--- config.mk ---
export PLATFORM = sky130hd
export DESIGN_NAME = rx_data_packer
export DESIGN_NICKNAME = d
export VERILOG_FILES = /design/src/rtl/fpga_ram_pkg.sv /design/src/rtl/rx_bit_shifter.sv /design/src/rtl/rx_data_packer.sv
export SDC_FILE = /design/constraint.sdc
export NUM_CORES = 1
export LEC_CHECK = 0
export BUFFER_PORTS_ARGS = -buffer_cell sky130_fd_sc_hd__clkbuf_2
export CAP_MARGIN = 40
export CORE_MARGIN = 4
export CORE_UTILIZATION = 25
export CTS_CLUSTER_SIZE = 25
export DETAILED_ROUTE_END_ITERATION = 10
export HOLD_SLACK_MARGIN = 0.05
export REMOVE_ABC_BUFFERS = 1
export SLEW_MARGIN = 20
export SYNTH_ARGS = -nofsm -noshare
export SYNTH_HDL_FRONTEND = slang
export SYNTH_SLANG_ARGS = --single-unit
--- constraint.sdc ---
create_clock -name clk -period 10.5 [get_ports clk]
set_input_delay 0.525 -clock clk [delete_from_list [all_inputs] [get_ports clk]]
set_output_delay 0.525 -clock clk [all_outputs]
set_load 0.02 [all_outputs]
--- src/rtl/fpga_ram_pkg.sv ---
// +--------------------------------------------------------------------------+
// | fpga_ram_pkg : shared widths, slot-length default and packer state type  |
// | Rev 1.0                                                                  |
// +--------------------------------------------------------------------------+
`default_nettype none

package fpga_ram_pkg;

    localparam int DATA_W_DEFAULT = 32;
    localparam int ADDR_W_DEFAULT = 8;
    localparam int FH_NUM_DEFAULT = 904;

    typedef enum logic [2:0] {
        IDLE  = 3'd0,
        PACK  = 3'd1,
        FLUSH = 3'd2,
        CSUM  = 3'd3,
        DONE  = 3'd4
    } rx_state_e;

endpackage

`default_nettype wire

--- src/rtl/rx_bit_shifter.sv ---
// +--------------------------------------------------------------------------+
// | rx_bit_shifter : MSB-first serial-to-parallel shifter with word strobe   |
// | Rev 1.0                                                                  |
// +--------------------------------------------------------------------------+
`default_nettype none

module rx_bit_shifter #(
    parameter int DATA_W = 32
) (
    input  logic                        clk,
    input  logic                        rst,
    input  logic                        clear,
    input  logic                        shift_en,
    input  logic                        bit_data,
    output logic [DATA_W-1:0]           sreg,
    output logic [$clog2(DATA_W)-1:0]   bit_cnt,
    output logic [DATA_W-1:0]           word,
    output logic                        word_ready
);

    localparam int CNT_W = $clog2(DATA_W);

    // word is the register contents as they will be after this shift
    assign word       = {sreg[DATA_W-2:0], bit_data};
    assign word_ready = shift_en && (bit_cnt == CNT_W'(DATA_W - 1));

    always_ff @(posedge clk or negedge rst) begin
        if (!rst) begin
            sreg    <= '0;
            bit_cnt <= '0;
        end else if (clear) begin
            sreg    <= '0;
            bit_cnt <= '0;
        end else if (shift_en) begin
            sreg    <= word;
            bit_cnt <= bit_cnt + CNT_W'(1);
        end
    end

endmodule

`default_nettype wire

--- src/rtl/rx_data_packer.sv ---
// +--------------------------------------------------------------------------+
// | rx_data_packer : packs one receive slot of bits into 32-bit RAM writes   |
// | Option RX_CHECKSUM_EN appends an XOR checksum word to every slot.        |
// | Rev 1.0                                                                  |
// +--------------------------------------------------------------------------+
`default_nettype none

module rx_data_packer
    import fpga_ram_pkg::*;
#(
    parameter int DATA_W = DATA_W_DEFAULT,
    parameter int ADDR_W = ADDR_W_DEFAULT,
    parameter int LEN_W  = 32
) (
    input  logic              clk,
    input  logic              rst,
    input  logic              slot_start,
    input  logic [LEN_W-1:0]  slot_len,
    input  logic              bit_valid,
    input  logic              bit_data,
    output logic [ADDR_W-1:0] rx_data_ram_addr,
    output logic [DATA_W-1:0] rx_data_ram_data,
    output logic              rx_data_ram_wr,
    output logic [ADDR_W:0]   word_cnt,
    output logic              slot_done,
    output logic              overflow,
    output logic              busy
);

    localparam int CNT_W = $clog2(DATA_W);
    localparam int SH_W  = CNT_W + 1;
`ifdef RX_CHECKSUM_EN
    localparam rx_state_e POST_DATA = CSUM;
`else
    localparam rx_state_e POST_DATA = DONE;
`endif

    rx_state_e          state;
    rx_state_e          state_nxt;
    logic [LEN_W-1:0]   len_q;
    logic [LEN_W-1:0]   bit_total;
    logic [ADDR_W-1:0]  addr;
    logic               shift_en;
    logic               word_ready;
    logic [DATA_W-1:0]  sreg;
    logic [DATA_W-1:0]  word;
    logic [CNT_W-1:0]   bit_cnt;
    logic               wr_req;
    logic [DATA_W-1:0]  wr_word;
`ifdef RX_CHECKSUM_EN
    logic [DATA_W-1:0]  csum;
`endif

    rx_bit_shifter #(
        .DATA_W     (DATA_W)
    ) u_shifter (
        .clk        (clk),
        .rst        (rst),
        .clear      (slot_start),
        .shift_en   (shift_en),
        .bit_data   (bit_data),
        .sreg       (sreg),
        .bit_cnt    (bit_cnt),
        .word       (word),
        .word_ready (word_ready)
    );

    assign busy = (state != IDLE);

    always_ff @(posedge clk or negedge rst) begin
        if (!rst) begin
            state <= IDLE;
        end else begin
            state <= state_nxt;
        end
    end

    // slot_start restarts from any state and wins over a coincident bit
    always_comb begin
        state_nxt = state;
        shift_en  = 1'b0;
        if (slot_start) begin
            state_nxt = (slot_len == '0) ? POST_DATA : PACK;
        end else begin
            case (state)
                IDLE:  state_nxt = IDLE;
                PACK: begin
                    if (bit_valid) begin
                        shift_en = 1'b1;
                        if (bit_total == len_q - LEN_W'(1)) begin
                            state_nxt = (bit_cnt == CNT_W'(DATA_W - 1)) ? POST_DATA : FLUSH;
                        end
                    end
                end
                FLUSH: state_nxt = POST_DATA;
                CSUM:  state_nxt = DONE;
                DONE:  state_nxt = IDLE;
                default: state_nxt = IDLE;
            endcase
        end
    end

    always_comb begin
        wr_req  = word_ready;
        wr_word = word;
        if (!word_ready && !slot_start) begin
            if (state == FLUSH) begin
                wr_req  = 1'b1;
                wr_word = sreg << (SH_W'(DATA_W) - SH_W'(bit_cnt));
            end
`ifdef RX_CHECKSUM_EN
            else if (state == CSUM) begin
                wr_req  = 1'b1;
                wr_word = csum;
            end
`endif
        end
    end

    always_ff @(posedge clk or negedge rst) begin
        if (!rst) begin
            rx_data_ram_addr <= '0;
            rx_data_ram_data <= '0;
            rx_data_ram_wr   <= 1'b0;
            word_cnt         <= '0;
            slot_done        <= 1'b0;
            overflow         <= 1'b0;
            len_q            <= '0;
            bit_total        <= '0;
            addr             <= '0;
`ifdef RX_CHECKSUM_EN
            csum             <= '0;
`endif
        end else begin
            rx_data_ram_wr <= wr_req;
            slot_done      <= (state == DONE) && !slot_start;
            if (wr_req) begin
                rx_data_ram_addr <= addr;
                rx_data_ram_data <= wr_word;
                addr             <= addr + ADDR_W'(1);
                word_cnt         <= word_cnt + (ADDR_W + 1)'(1);
                if (addr == '1) begin
                    overflow <= 1'b1;
                end
`ifdef RX_CHECKSUM_EN
                csum <= csum ^ wr_word;
`endif
            end
            if (slot_start) begin
                len_q     <= slot_len;
                bit_total <= '0;
                addr      <= '0;
                word_cnt  <= '0;
                overflow  <= 1'b0;
`ifdef RX_CHECKSUM_EN
                csum      <= '0;
`endif
            end else if (shift_en) begin
                bit_total <= bit_total + LEN_W'(1);
            end
        end
    end

endmodule

`default_nettype wire

==> metrics.md, run 1 <==
| Metric | Value |
|---|---|
| Skew-Pair Late Insertion Delay | 0.44 ns |
| Yosys reg bits | 164 |
| Total die area | 42200 um^2 |
| Total clock buffers created by CTS | 17 |
| Warnings, synthesis | 0 |
| Hold WC Path Type | in2reg |
| Final TNS setup | 0 ns |
| Highest Clock Rate | 0.2724 GHz |
| Fill cell count | 4146 |
| Multi-input gate area | 5335 um^2 |
| Worst VDD drop | 0.1113 mV |
| Final antenna-violating net count | 0 |
| Setup slack, reg-to-reg | 6.83 ns |
| First-pass GRT wire length | 43790 um |
| Min Tclk post-route | 3.672 ns |
| Setup WS post-layout | 6.828 ns |
| Final Max Tran Viols | 0 |
| Fin cells | 1655 |
| Top cells by area, synth | dfrtp_1 (42%), nand2_1 (6.9%), mux2_2 (4.5%), xor2_1 (4.4%), a21oi_1 (4.3%) |
| FFs w/ async S/R, synth | 100.0% |
| Cell accounting for the most synthesized area | dfrtp_1 |
| FF+latch area | 4104 um^2 |
| Final GP Congestion | 0.8905 |
| Reg-to-Reg Start | u_shifter.bit_cnt[0] |
| Synthesized area per cell | 9.174 um^2 |
| Clock Skew | 0.008442 ns |
| Wire length per cell | 16.12 um |
| Nets | 1168 |
| Worst Hold Depth | 3 |
| Clk buf depth | 2 |
| Critical path capture point type | register |
| R2R cell count | 11 |
| Number of flops mapped to enable cells by yosys | 0 |
| GRT Total Usage | 12.80% |
| Post-DP HPWL | 19400 um |
| Layout cells sized above 1 | 19.70% |
| Vias | 8135 |
| Measured slew at the worst slew-check pin | 0.9007 ns |
| Status | complete, no violations |
| Die X | 205.4 um |
| Largest net degree at the start of global routing | 71 |
| Fin crit share | 34.97% |
| Final setup violation count | 0 |
| P per Cell Area | 130.2 nW/um^2 |
| Worst EP required | 10.82 ns |
| Number of global-route vias before repair | 8059 |
| Seq/Total Area, Yosys | 42.12% |
| Post-synthesis cell type count | 74 |
| WS Path Type | reg2reg |
| CTS Sinks | 164 |
| Worst setup SP type | register |
| # DRC | 0 |
| CP Max Fanout | 35 |
| Pre-Repair DR Iteration Count | 5 |
| LEAKAGE | 4.817 nW |
| Hold Vio Cnt, Final | 0 |
| Detailed Route WL | 26680 um |
| Placed inst area | 10800 um^2 |
| Reg-to-reg endpoint | rx_data_ram_data[23] |
| I/O pin count | 90 |
| Commonest cells in the netlist | nand2_1 (179), dfrtp_1 (164), nor2_1 (107), a21oi_1 (84), xor2_1 (49) |
| Slew margin rel. | 39.40% |
| MaxCap Viol Count | 0 |
| CTS clk-pin slew, worst paths | 0.07 ns |
| Min-delay src | bit_data |
| H-Tree Depth | 4 |
| Syn Inst Count | 1062 |
| Post-Synthesis Cell Area | 9743 um^2 |
| Post-Place Cells | 1621 |
| RSZ-0062 raised after global routing | false |
| Worst Hold End | u_shifter.sreg[0] |
| Core box area | 38560 um^2 |
| Clock root cell | clkbuf_16 |
| Dominant synthesized flop cell | dfrtp_1 |
| Initial antenna violation count | 0 |
| CTS tree | yes |
| GR Overflow Total | 0 |
| Pre-CTS WS | 6.836 ns |
| Synthesis-to-layout area growth | 17.14% |
| Most frequent cell after synthesis | nand2_1 |
| Number of port buffers | 89 |
| DRT iter0 DRCs | 672 |
| Vias per inst | 4.915 |
| Synth top area share | 42.12% |
| Tot Pwr | 0.001486 W |
| Placement Rows | 72 |
| Ant diodes | 0 |
| Initial Utilization | 25.27% |
| Crit path DAT | 3.99 ns |
| Die Span Y | 205.4 um |
| Final Instance Area | 11410 um^2 |
[timing repair]
item,CTS,global route
hold buffers,1,0
setup buffers,0,0
resized for setup,0,0
endpoints found under the hold margin,38,0
[flip-flops by register name (all words and copies together) (netlist names), 3 cells and up]
signal	count
addr	8
word_cnt	9
rx_data_ram_addr	8
rx_data_ram_data	32
u_shifter.bit_cnt	5
len_q	32
bit_total	32
u_shifter.sreg	32
state	3
[how the worst max path moves through the flow]
stage                               from                    to  depth (start not counted)
global route        u_shifter.bit_cnt[0]  rx_data_ram_data[23]                         11
CTS                 u_shifter.bit_cnt[0]  rx_data_ram_data[23]                         11
detailed placement  u_shifter.bit_cnt[0]  rx_data_ram_data[23]                         11
global placement              slot_start           word_cnt[7]                          6
finish              u_shifter.bit_cnt[0]  rx_data_ram_data[23]                         11
floorplan           u_shifter.bit_cnt[0]  rx_data_ram_data[29]                          8
[cell type report]
class / count / area share, %
well taps: 518 / 5.679
repair buffers: 108 / 5.997
flip-flops and latches: 164 / 35.96
inverters: 12 / 0.3947
clock inverters: 11 / 1.020
multi-input cells: 821 / 46.74
clock buffers: 21 / 4.210
[where the power goes]
part | total, W | switching (W) | internal, W
sequential | 0.000672 | 0.0000263 | 0.000646
clock | 0.000630 | 0.000273 | 0.000357
combinational | 0.000185 | 0.000113 | 0.0000717
[layout by cell type, fill, tap and decap left out, types with 20 or more instances in the layout]
master	synthesis	final
nand2_1	179	179
nor2_1	107	106
mux2_2	39	39
dfrtp_1	164	164
xnor2_1	37	36
o21ai_0	43	43
nand3_1	29	29
clkbuf_2	1	88
a21oi_1	84	84
xor2_1	49	48
mux2i_1	24	24
nand4_1	20	20
[logic make-up (layout without fill, tap and decap cells)]
family                     Yosys count  after routing  synth area share [%]
DFF                                164            164                 42.12
muxes                               81             81                 11.13
AOI/OAI and AO/OA                  196            196                 12.25
and+or+nand+nor                    451            451                 22.51
buffers and inverters               77            152                 3.352
adders and majority gates            7              7                0.8989
xor gates and xnor gates            86             86                 7.731
[metrics by stage]
stage               hold slack [ns]  utilization (%)
finish                       0.3263            29.60
global route                 0.3195            29.60
CTS                          0.2977            29.59
detailed placement           0.4679            28.01
global placement             0.5026            27.67
floorplan                    0.2294                -
[routing by layer]
layer / global-route usage, % / up-vias / share of wire [%]
li1: - / 3930 / -
met1: 17.90 / 3931 / 47
met2: 20.32 / 249 / 46
met3: 2.821 / 25 / 5.8
met4: 2.990 / 0 / 1.0
met5: 0 / - / 0
[critical path, stage by stage (launching register included)]
cell and delay (ns):
dfrtp_1 0.35, buf_4 0.44, inv_1 0.34, ha_1 0.39, buf_4 0.43, mux2_2 0.39
o21ai_0 0.43, nor2_1 0.07, a21oi_1 0.29, nand2_1 0.09, a32oi_1 0.23, o22ai_1 0.09
No activity file was read; power rests on OpenSTA's default activity.
==> run 2: changes to the inputs <==
clock period = 3.05 ns   (was 10.5 ns; I/O delays follow)
==> metrics.md, run 2 (synthesis results as in run 1) <==
| Metric | Value |
|---|---|
| Total die area | 42200 um^2 |
| # DRC | 0 |
| Fin cells | 1725 |
| Clock root cell | clkbuf_16 |
| Critical-path cell list | inv_2, ha_1, or4b_4, nor4_4, buf_4, o2111ai_1, o31ai_1, o211ai_2, or4_1, o21ai_1, and2_1 |
| Fill cell count | 4072 |
| Clk buf depth | 2 |
| Detailed Route WL | 28250 um |
| Worst VDD drop | 0.3904 mV |
| Worst Hold End | state[0] |
| Worst EP required | 3.44 ns |
| Largest net degree at the start of global routing | 77 |
| RSZ-0062 raised after global routing | false |
| FF+latch area | 4104 um^2 |
| Number of port buffers | 89 |
| Reg-to-reg endpoint | state[2] |
| First-pass GRT wire length | 46040 um |
| Initial antenna violation count | 0 |
| Core box area | 38560 um^2 |
| Multi-input gate area | 5343 um^2 |
| P per Cell Area | 445.3 nW/um^2 |
| Worst Hold Depth | 4 |
| Final Max Tran Viols | 0 |
| Reg-to-Reg Start | len_q[0] |
| Pre-Repair DR Iteration Count | 5 |
| Hold WC Path Type | in2reg |
| Initial Utilization | 25.27% |
| Number of global-route vias before repair | 8336 |
| Highest Clock Rate | 0.3440 GHz |
| I/O pin count | 90 |
| LEAKAGE | 5.128 nW |
| Setup WS post-layout | 0.1434 ns |
| Skew-Pair Late Insertion Delay | 0.45 ns |
| Worst path max stage delay | 0.51 ns |
| Layout cells sized above 1 | 21.87% |
| Clock Skew | 0.01088 ns |
| Die Span Y | 205.4 um |
| GRT Total Usage | 13.66% |
| CTS clk-pin slew, worst paths | 0.07 ns |
| Post-DP HPWL | 20580 um |
| Critical path capture point type | register |
| Nets | 1238 |
| Fin crit share | 95.30% |
| Slew margin rel. | 39.55% |
| Hold Vio Cnt, Final | 0 |
| Final GP Congestion | 0.9022 |
| Tot Pwr | 0.005358 W |
| Crit path DAT | 3.30 ns |
| Min Tclk post-route | 2.907 ns |
| Worst setup SP type | register |
| CTS Sinks | 164 |
| Pre-CTS WS | 0.09950 ns |
| Status | complete, no violations |
| Min-delay src | bit_valid |
| Placement Rows | 72 |
| Ant diodes | 0 |
| Measured slew at the worst slew-check pin | 0.9002 ns |
| Most frequent cells in the layout | nand2_1 (179), dfrtp_1 (164), nor2_1 (106) |
| Final antenna-violating net count | 0 |
| Final setup violation count | 0 |
| Final Util | 31.21% |
| Vias | 8585 |
| CP Max Fanout | 4 |
| Wire length per cell | 16.38 um |
| Post-Place Cells | 1657 |
| H-Tree Depth | 4 |
| GR Overflow Total | 0 |
| Vias per inst | 4.977 |
| R2R cell count | 11 |
| Synthesis-to-layout area growth | 23.50% |
| Slowest-stage cell, CP | or4b_4 |
| Total clock buffers created by CTS | 17 |
| DRT iter0 DRCs | 490 |
| Setup slack, reg-to-reg | 0.14 ns |
| MaxCap Viol Count | 0 |
| CTS tree | yes |
| WS Path Type | reg2reg |
| Die X | 205.4 um |
| Most common cell after layout, fill and taps aside | nand2_1 |
run 2: cell types whose count changed in the layout (fill, tap and decap cells not counted), sizes merged:
cell,previous run,this run
clkbuf,109,104
buf,19,57
clkinvlp,1,4
dlygate4sd3,1,34
inv,16,19
clkinv,5,1
bufinv,1,3
run 2: report_power, final:
part	internal, W	switching, W	leakage (nW)
combinational	0.000317	0.000449	2.62
sequential	0.00222	0.0000630	2.21
clock	0.00131	0.000994	0.291
run 2: per-layer routing:
metal / wire, um / global-route usage (%) / part of all wire [%]
met4: 572 / 4.426 / 2.0
met1: 12900 / 18.50 / 46
met5: 0 / 0 / 0
met2: 13390 / 21.80 / 47
met3: 1386 / 2.979 / 4.9
run 2: through the flow:
stage                     hold slack (ns)  instance area [um^2]  setup TNS, ns
after floorplan                   -0.1431                  9462         -47.98
final                             0.09077                 12030              0
after detailed placement          0.02753                 11040              0
after CTS                         0.05542                 12000              0
after global placement             0.2935                 10990              0
after global routing              0.09858                 12030              0
run 2: cell type report:
class | count | share of cell area, %
Clock buffer | 17 | 3.535
Clock inverter | 15 | 1.622
Inverter | 12 | 0.3743
Multi-Input combinational cell | 821 | 44.40
Sequential cell | 164 | 34.11
Tap cell | 518 | 5.386
Timing Repair Buffer | 178 | 10.58
run 2: how the worst max path moves through the flow:
stage	startpoint	endpoint	slack, ns
detailed placement	len_q[0]	state[1]	0.1
global placement	len_q[0]	state[2]	0.14
finish	len_q[0]	state[2]	0.14
global route	len_q[0]	state[1]	0.006
CTS	len_q[0]	state[1]	0.08
floorplan	u_shifter.bit_cnt[0]	rx_data_ram_data[29]	-1.56
run 2: critical path, delay by kind of cell (launching register included):
family,cells,cell delay (ns)
adders and majority gates,1,0.19
AOI/OAI and AO/OA,4,0.56
and+or+nand+nor,4,1.39
buffers and inverters,2,0.27
DFF,1,0.44
run 2: timing repair:
action | 4_1_cts | 5_1_grt
hold buffers | 34 | 0
setup endpoints to repair | 0 | 3
gates resized for setup | 0 | 3
hold endpoints to repair | 198 | 0
buffers inserted | 0 | 1
